File: src/rtl/nwcc_shift_register_counter.sv
// nwcc_shift_register_counter: neutron coincidence counter with shift-register R+A and A gates
// Ports: clk_1mhz clock, reset_ip async active-high reset, pulse_ip async detector level,
//        start_ip/abort_ip 1-cycle strobes, meas_cycles_ip counting period (0 acts as 1),
//        busy_op high in COUNT/DRAIN, done_op 1-cycle strobe with latched total/ra/a counts,
//        ovf_op latched saturation flag.
// Build option: NWCC_SAT_EN makes accumulators saturate and drives ovf_op; otherwise they wrap.
module nwcc_shift_register_counter #(
   parameter int CNT_W      = 24,
   parameter int PREDELAY   = 4,
   parameter int GATE       = 64,
   parameter int LONG_DELAY = 1024,
   parameter int MEAS_W     = 20
) (
   input  logic              clk_1mhz,
   input  logic              reset_ip,
   input  logic              pulse_ip,
   input  logic              start_ip,
   input  logic              abort_ip,
   input  logic [MEAS_W-1:0] meas_cycles_ip,
   output logic              busy_op,
   output logic              done_op,
   output logic [CNT_W-1:0]  total_count_op,
   output logic [CNT_W-1:0]  ra_count_op,
   output logic [CNT_W-1:0]  a_count_op,
   output logic              ovf_op
);
   localparam int DEPTH     = PREDELAY + GATE;
   localparam int DRAIN_LEN = LONG_DELAY + DEPTH;
   localparam int OCC_W     = $clog2(GATE + 1);
   localparam int TMR_W     = MEAS_W > $clog2(DRAIN_LEN + 1) ? MEAS_W : $clog2(DRAIN_LEN + 1);
   typedef enum logic [1:0] {IDLE, COUNT, DRAIN, DONE} state_t;
   state_t                state;
   logic [2:0]            sync;
   logic                  evt;
   logic [DEPTH-1:0]      gate_sr;
   logic [LONG_DELAY-1:0] long_sr;
   logic [OCC_W-1:0]      occ;
   logic [TMR_W-1:0]      timer;
   logic [CNT_W-1:0]      total_acc, ra_acc, a_acc;
   logic                  ovf_acc;
   logic                  ev_in;
   // tap[k] is the event from k cycles ago; tap[0] is this cycle's gated event
   logic [DEPTH:0]        gate_tap;
   logic [LONG_DELAY:0]   long_tap;
   logic [OCC_W-1:0]      occ_nxt;
   logic [CNT_W-1:0]      total_nxt, ra_nxt, a_nxt;
   logic                  ovf_nxt;
   always_comb begin
      ev_in    = evt && state == COUNT;
      gate_tap = {gate_sr, ev_in};
      long_tap = {long_sr, ev_in};
      occ_nxt  = occ + OCC_W'(gate_tap[PREDELAY]) - OCC_W'(gate_tap[DEPTH]);
   end
`ifdef NWCC_SAT_EN
   localparam int SUM_W = (CNT_W > OCC_W ? CNT_W : OCC_W) + 1;
   localparam logic [SUM_W-1:0] ACC_MAX = {{(SUM_W-CNT_W){1'b0}}, {CNT_W{1'b1}}};
   logic [SUM_W-1:0] total_sum, ra_sum, a_sum;
   always_comb begin
      total_sum = SUM_W'(total_acc) + SUM_W'(ev_in);
      ra_sum    = SUM_W'(ra_acc) + (ev_in ? SUM_W'(occ) : '0);
      a_sum     = SUM_W'(a_acc) + (long_tap[LONG_DELAY] ? SUM_W'(occ) : '0);
      total_nxt = total_sum > ACC_MAX ? '1 : total_sum[CNT_W-1:0];
      ra_nxt    = ra_sum > ACC_MAX ? '1 : ra_sum[CNT_W-1:0];
      a_nxt     = a_sum > ACC_MAX ? '1 : a_sum[CNT_W-1:0];
      ovf_nxt   = ovf_acc || total_sum > ACC_MAX || ra_sum > ACC_MAX || a_sum > ACC_MAX;
   end
`else
   always_comb begin
      total_nxt = total_acc + CNT_W'(ev_in);
      ra_nxt    = ra_acc + (ev_in ? CNT_W'(occ) : '0);
      a_nxt     = a_acc + (long_tap[LONG_DELAY] ? CNT_W'(occ) : '0);
      ovf_nxt   = 1'b0;
   end
`endif
   always_ff @(posedge clk_1mhz or posedge reset_ip) begin
      if (reset_ip) begin
         state          <= IDLE;
         sync           <= '0;
         evt            <= 1'b0;
         gate_sr        <= '0;
         long_sr        <= '0;
         occ            <= '0;
         timer          <= '0;
         total_acc      <= '0;
         ra_acc         <= '0;
         a_acc          <= '0;
         ovf_acc        <= 1'b0;
         busy_op        <= 1'b0;
         done_op        <= 1'b0;
         total_count_op <= '0;
         ra_count_op    <= '0;
         a_count_op     <= '0;
         ovf_op         <= 1'b0;
      end else begin
         sync      <= {sync[1:0], pulse_ip};
         evt       <= sync[1] && !sync[2];
         gate_sr   <= gate_tap[DEPTH-1:0];
         long_sr   <= long_tap[LONG_DELAY-1:0];
         occ       <= occ_nxt;
         total_acc <= total_nxt;
         ra_acc    <= ra_nxt;
         a_acc     <= a_nxt;
         ovf_acc   <= ovf_nxt;
         done_op   <= 1'b0;
         case (state)
            IDLE: if (start_ip) begin
               state     <= COUNT;
               busy_op   <= 1'b1;
               timer     <= meas_cycles_ip == '0 ? TMR_W'(1) : TMR_W'(meas_cycles_ip);
               gate_sr   <= '0;
               long_sr   <= '0;
               occ       <= '0;
               total_acc <= '0;
               ra_acc    <= '0;
               a_acc     <= '0;
               ovf_acc   <= 1'b0;
            end
            COUNT: if (abort_ip) begin
               state   <= IDLE;
               busy_op <= 1'b0;
            end else if (timer == TMR_W'(1)) begin
               state <= DRAIN;
               timer <= TMR_W'(DRAIN_LEN);
            end else timer <= timer - TMR_W'(1);
            DRAIN: if (abort_ip) begin
               state   <= IDLE;
               busy_op <= 1'b0;
            end else if (timer == TMR_W'(1)) begin
               state   <= DONE;
               busy_op <= 1'b0;
            end else timer <= timer - TMR_W'(1);
            DONE: begin
               state          <= IDLE;
               done_op        <= 1'b1;
               total_count_op <= total_acc;
               ra_count_op    <= ra_acc;
               a_count_op     <= a_acc;
               ovf_op         <= ovf_acc;
            end
            default: state <= IDLE;
         endcase
      end
   end
endmodule

File: config.mk
export PLATFORM = sky130hd
export DESIGN_NAME = nwcc_shift_register_counter
export DESIGN_NICKNAME = d
export VERILOG_FILES = /design/src/rtl/nwcc_shift_register_counter.sv
export SDC_FILE = /design/constraint.sdc
export NUM_CORES = 2
export LEC_CHECK = 0
export ABC_AREA = 1
export BUFFER_PORTS_ARGS = -buffer_cell sky130_fd_sc_hd__buf_2
export CAP_MARGIN = 30
export CORE_MARGIN = 1
export CORE_UTILIZATION = 30
export CTS_CLUSTER_SIZE = 30
export DETAILED_ROUTE_END_ITERATION = 12
export PLACE_DENSITY = 0.41
export REMOVE_ABC_BUFFERS = 1
export SLEW_MARGIN = 20
export SYNTH_ARGS = -nofsm -noshare
export SYNTH_HDL_FRONTEND = slang
export SYNTH_SLANG_ARGS = --single-unit
File: constraint.sdc
create_clock -name clk_1mhz -period 40.1 [get_ports clk_1mhz]
set_clock_uncertainty 0.15 [all_clocks]
set_input_delay 0 -clock clk_1mhz [delete_from_list [all_inputs] [get_ports clk_1mhz]]
set_output_delay 0 -clock clk_1mhz [all_outputs]
set_load 0.05 [all_outputs]
* Word-level counts from Yosys, hierarchy flattened
Cells that the tools add are included.
** Storage, ports and cells
- Register bits after elaboration :: 1271
- Input port bits :: 25
- Output and inout port bits :: 75
- Word-level logic and storage cells :: 74
** Operators by class
- $add $sub $neg :: 6
- Equality and inequality tests :: 11
- Muxes and demuxes :: 33
- Reduce and logical (&&, ||, !) cells :: 9
** Operators by type and width (number)
- $mux W1024 :: 2
- $mux W24 :: 6
- $mux W68 :: 2
- $mux W20 :: 6
- $pmux W20 S3 :: 1
- $add A24 B7 Y24 :: 2
- $mux W7 :: 4
- $add A24 B1 Y24 :: 1
- $eq A20 B1 Y1 const B :: 1
- $logic_not A20 Y1 :: 1
- $sub A20 B1 Y20 const B :: 1
- $mux W2 :: 5
- $ne A2 B2 Y1 const B :: 5
- $pmux W2 S4 :: 1
- $add A7 B1 Y7 :: 1
- $sub A7 B1 Y7 :: 1
- $mux W1 :: 5
- $reduce_and A5 Y1 :: 1
- $eq A2 B2 Y1 const B :: 2
- $reduce_and A4 Y1 :: 1
- $ne A3 B2 Y1 const B :: 1
- $ne A3 B3 Y1 const B :: 1
- $pmux W1 S3 :: 1
- $reduce_and A3 Y1 :: 1
- 5 further kinds :: 6

* Depth between registers and ports, before layout
- Word-level depth :: 6
- Depth in mapped cells :: 17
- Gate-level depth less buffers :: 17

* Worst setup path after synthesis
No wires, ideal clock.
- Path type :: register -> register
- From :: register state[1]
- To :: register ra_acc[20]
- Library setup time :: 71 ps
- Arrival time :: 2259 ps
- Data required time :: 39879 ps
- Slack :: 37619 ps
- Stages on the path, launching flop included :: 18
- Path buffers :: 0
- Period minus slack after synthesis :: 2481 ps
- Cells stage by stage :: dfrtp_1 > inv_1 > ha_1 > nand2_1 > nor2_1 > ha_1 > fa_1 > nand2_1 > nand3_1 > inv_1 > nor2_1 > nand2_1 > nand2_1 > nand2_1 > nor2_1 > nand2_1 > nand2_1 > nor2_1
** On the way
- Cells in the longest elaborated chain, start to end :: 6
- Elaborated cells on any way between the ends :: 7
- Classes of those cells :: add/sub (1); eq/ne (1); mux (3); reduce/logical (2)
** Ends and longest elaborated chain
- start: declaration :: line 32 : state_t state;
- start signal: assignment :: line 77 : state <= IDLE;
- start signal: assignment :: line 107 : state <= COUNT;
- start signal: assignment :: line 119 : state <= IDLE;
- $eq A2 B1 Y1 :: line 49 : ev_in = evt && state == COUNT;
- $logic_and A1 B1 Y1 :: line 49
- $mux W7 :: line 70 : ra_nxt = ra_acc + (ev_in ? CNT_W'(occ) : '0);
- $add A24 B7 Y24 :: line 70
- $mux W24 :: line 106 : IDLE: if (start_ip) begin
- $mux W24 (*) :: line 105 : case (state)
- end signal: assignment :: line 101 : ra_acc <= ra_nxt;
- end: declaration :: line 39 : logic [CNT_W-1:0] total_acc, ra_acc, a_acc;
Mark *: on every way between the ends. The rest lies on a longest branch, timed or not.
A chain may end at the register's enable or synchronous reset.

==> impl_metrics.py <==
metrics = {
    "yosys": {
        "synth_compound_area_share_pct": 1.904,
        "synth-edff-count": 0,
        "synth-adder-area-share_pct": 1.007,
        "synth-seq-area-share_pct": 69.61,
        "synth_area_sq_um": 43250,
        "synth_simple_gate_area_share_pct": 14.39,
        "synth_top_family_by_area": "simple AND/OR/NAND/NOR gates",
        "synth.avg_cell_area_sq_um": 9.949,
        "synth_seq_cells": 1203,
        "synth_most_common_cell": "dfrtp_1",
        "muxShareOfSynthArea_pct": 1.094,
        "synth-xor-area-share_pct": 0.3443,
        "yosys_most_used_dff": "dfrtp_1",
        "yosysWarnings": 0,
        "synth_cells": 4347,
        "ys_top_cells_by_area": "dfrtp_1, nor2_1, inv_1, nand2_1, buf_2",
        "yosysTopAreaCellShare_pct": 69.61,
        "synthArstFlopShare_pct": 100.0,
        "yosys.area.top_type": "dfrtp_1",
        "synth_common_cells": "dfrtp_1, nor2_1, inv_1",
        "ys_types": 39,
    },
    "timing": {
        "setup_violations": 0,
        "hold_ws_ps": 157.6,
        "min_period_ps": 4447,
        "maxSlewViolCount": 0,
        "hold_violations": 0,
        "max_slew_margin_pct": 30.69,
        "post-route-period-util_pct": 11.09,
        "tns_ps": 0,
        "fmax_ghz": 0.2249,
        "worst_slew_pin_slew_ps": 1040,
        "rsz0062_at_grt": "no",
    },
    "pwr": {
        "p_switching_uw": 891.9,
        "pwr-share-comb_pct": 16.7,
        "powerDensity_nw_per_um2": 59.26,
        "swShare_pct": 29.52,
        "ir_worst_vdd_mv": 0.03638,
        "p_leak_uw": 0.02494,
        "power_frac_seq_pct": 42.8,
        "p_int_uw": 2130,
        "power_frac_clock_pct": 40.5,
    },
    "setup_path": {
        "startpoint_type": "primary input",
        "path_cells": "dlygate4sd3_1 > buf_2 > dlygate4sd3_1 > inv_8 > buf_4 > buf_4 > buf_4 > buf_4 > buf_4",
        "cp-startpoint": "reset_ip",
        "crit_top_cell": "buf_4",
        "r2r-start": "state[0]",
        "crit_end": "long_sr[140]",
        "rr_endpoint": "long_sr[725]",
        "cp.required_ps": 40750,
        "cpPeakStageDelay_ps": 760,
        "path_max_fanout": 63,
        "crit_arrival_ps": 5100,
        "rrSetupSlack_ps": 36660,
        "reg2regPathDepth": 7,
        "slowest_stage": "buf_4",
        "endpoint_kind": "async pin",
        "path_class": "primary input to async pin",
    },
    "grt": {
        "use_met1_pct": 15.13,
        "gr-max-usage-layer": "met2",
        "globalRouteMet3Util_pct": 2.682,
        "antenna_found_initial": 0,
        "grt_use_total_pct": 10.65,
        "grt_pass1_wl_mm": 130.0,
        "overflow": 0,
        "grt_pass1_vias": 25562,
        "grt_max_degree": 226,
        "met2_usage_pct": 15.33,
    },
    "job": {
        "maxCapViolCount": 0,
    },
    "die": {
        "num_rows": 138,
        "io_pins": 100,
        "fp.dieH_microns": 381.7,
        "die-area_sq_um": 145700,
        "core-area_sq_um": 142300,
        "die_x_microns": 381.7,
        "start_util_pct": 30.40,
    },
    "hold_path": {
        "hold_path.class": "primary input to flop",
    },
    "placement": {
        "post_dp_cell_area_sq_um": 45720,
        "hpwl_mm": 38.20,
        "gp_congestion": 0.7782,
        "numPortBuffers": 98,
    },
    "detailed_routing": {
        "vias_per_cell": 3.839,
        "remaining_drc_errors": 0,
        "post_drt_wl_per_cell_microns": 11.18,
        "vias": 25087,
        "drt_pass1_iterations": 5,
        "final_antenna_net_count": 0,
        "drt_wl_total_mm": 73.09,
        "drt_iter0_markers": 1733,
    },
    "layout": {
        "drive_above_1_share_pct": 8.676,
        "area_growth_pct": 17.88,
        "fin_area_sq_um": 50980,
        "nNetsFinal": 4600,
        "num-fill-cells": 14502,
        "antenna_cells": 0,
    },
    "clock_network": {
        "postCtsResizedCells": 0,
        "cts.sinks": 1203,
        "cts_made_buffers": 137,
        "cts_tree": "done",
        "clock_path_buffers": 3,
        "cts_htree_levels": 4,
        "cts-root-buf": "clkbuf_16",
        "post_cts_buffers": 0,
        "clkLatencyLatePin_ps": 740,
        "clkTransAtPathRegs_ps": 50,
    },
    "outcome": {
        "status": "completed",
    },
}
## flip-flops by register name (all words and copies together) (netlist names)
signal          flops
evt                 1
total_acc          24
timer              20
state               2
a_count_op         24
long_sr          1024
ra_count_op        24
sync                3
ra_acc             24
busy_op             1
a_acc              24
occ                 7
total_count_op     24
done_op             1
## metal layers
metal	part of all wire, %	wire (microns)	vias to the layer above
met1	51	37060	11981
met2	42	30540	284
met5	0	0	-
li1	-	-	12666
met4	3.3	2390	0
met3	4.2	3095	156
## how the worst min path moves through the flow
stage	start	end	cells after the start
floorplan	pulse_ip	sync[0]	0
global placement	pulse_ip	sync[0]	1
detailed placement	pulse_ip	sync[0]	1
CTS	abort_ip	state[0]	7
global route	abort_ip	state[1]	7
finish	start_ip	busy_op	6
## critical path, delay by kind of cell
| family | cells | cell delay, ps |
|---|---|---|
| buffers and inverters | 9 | 4940 |
## stage by stage
stage               setup WS, ps  std cells  utilization (%)  total power, uW
finish                     35650       6535            35.83             3021
global route               34950       6535            35.83             3197
CTS                        34970       6530            35.74             3091
detailed placement         35280       6221            32.13             1799
global placement           35280       6219            32.10             1799
floorplan                   6058       4206                -             1655
## cell usage in the layout, fill, tap and decap left out, drive strengths merged, types with 19 or more instances in the layout
cell,instances
ha,30
clkinv,19
a21oi,96
dlygate4sd3,67
nor2,1203
nand3,48
clkbuf,211
nand2,305
dfrtp,1203
mux2,42
o21ai,52
buf,130
inv,1162
## power groups by stage
stage	registers (uW)	logic, uW	clock network [uW]
floorplan	1390	268	0
global placement	1320	484	0
detailed placement	1310	484	0
CTS	1290	515	1280
global route	1300	569	1330
finish	1290	504	1220
## final cells by class
class	count	area, sq um	area share, %
flip-flops and latches	1203	30100	59.05
multi-input cells	1848	8123	15.93
inverters	1155	4350	8.533
clock buffers	211	4155	8.150
well taps	1890	2365	4.638
repair buffers	197	1584	3.107
clock inverters	31	302.8	0.5939
## timing repair
action / CTS / global route
hold endpoints to repair: 353 / 0
setup endpoints to repair: 0 / 0
hold buffers: 67 / 0
## cell families (layout without fill, tap and decap cells)
kind of cell | after synthesis | after routing
flip-flops | 1203 | 1203
buffers and inverters | 1296 | 1594
AO/OA/AOI/OAI | 159 | 159
XOR/XNOR | 17 | 17
adder cells (fa/ha/maj) | 33 | 33
multiplexers | 42 | 42
other | 1 | 1
AND/OR/NAND/NOR | 1596 | 1596
(Power assumes the default switching activity.)
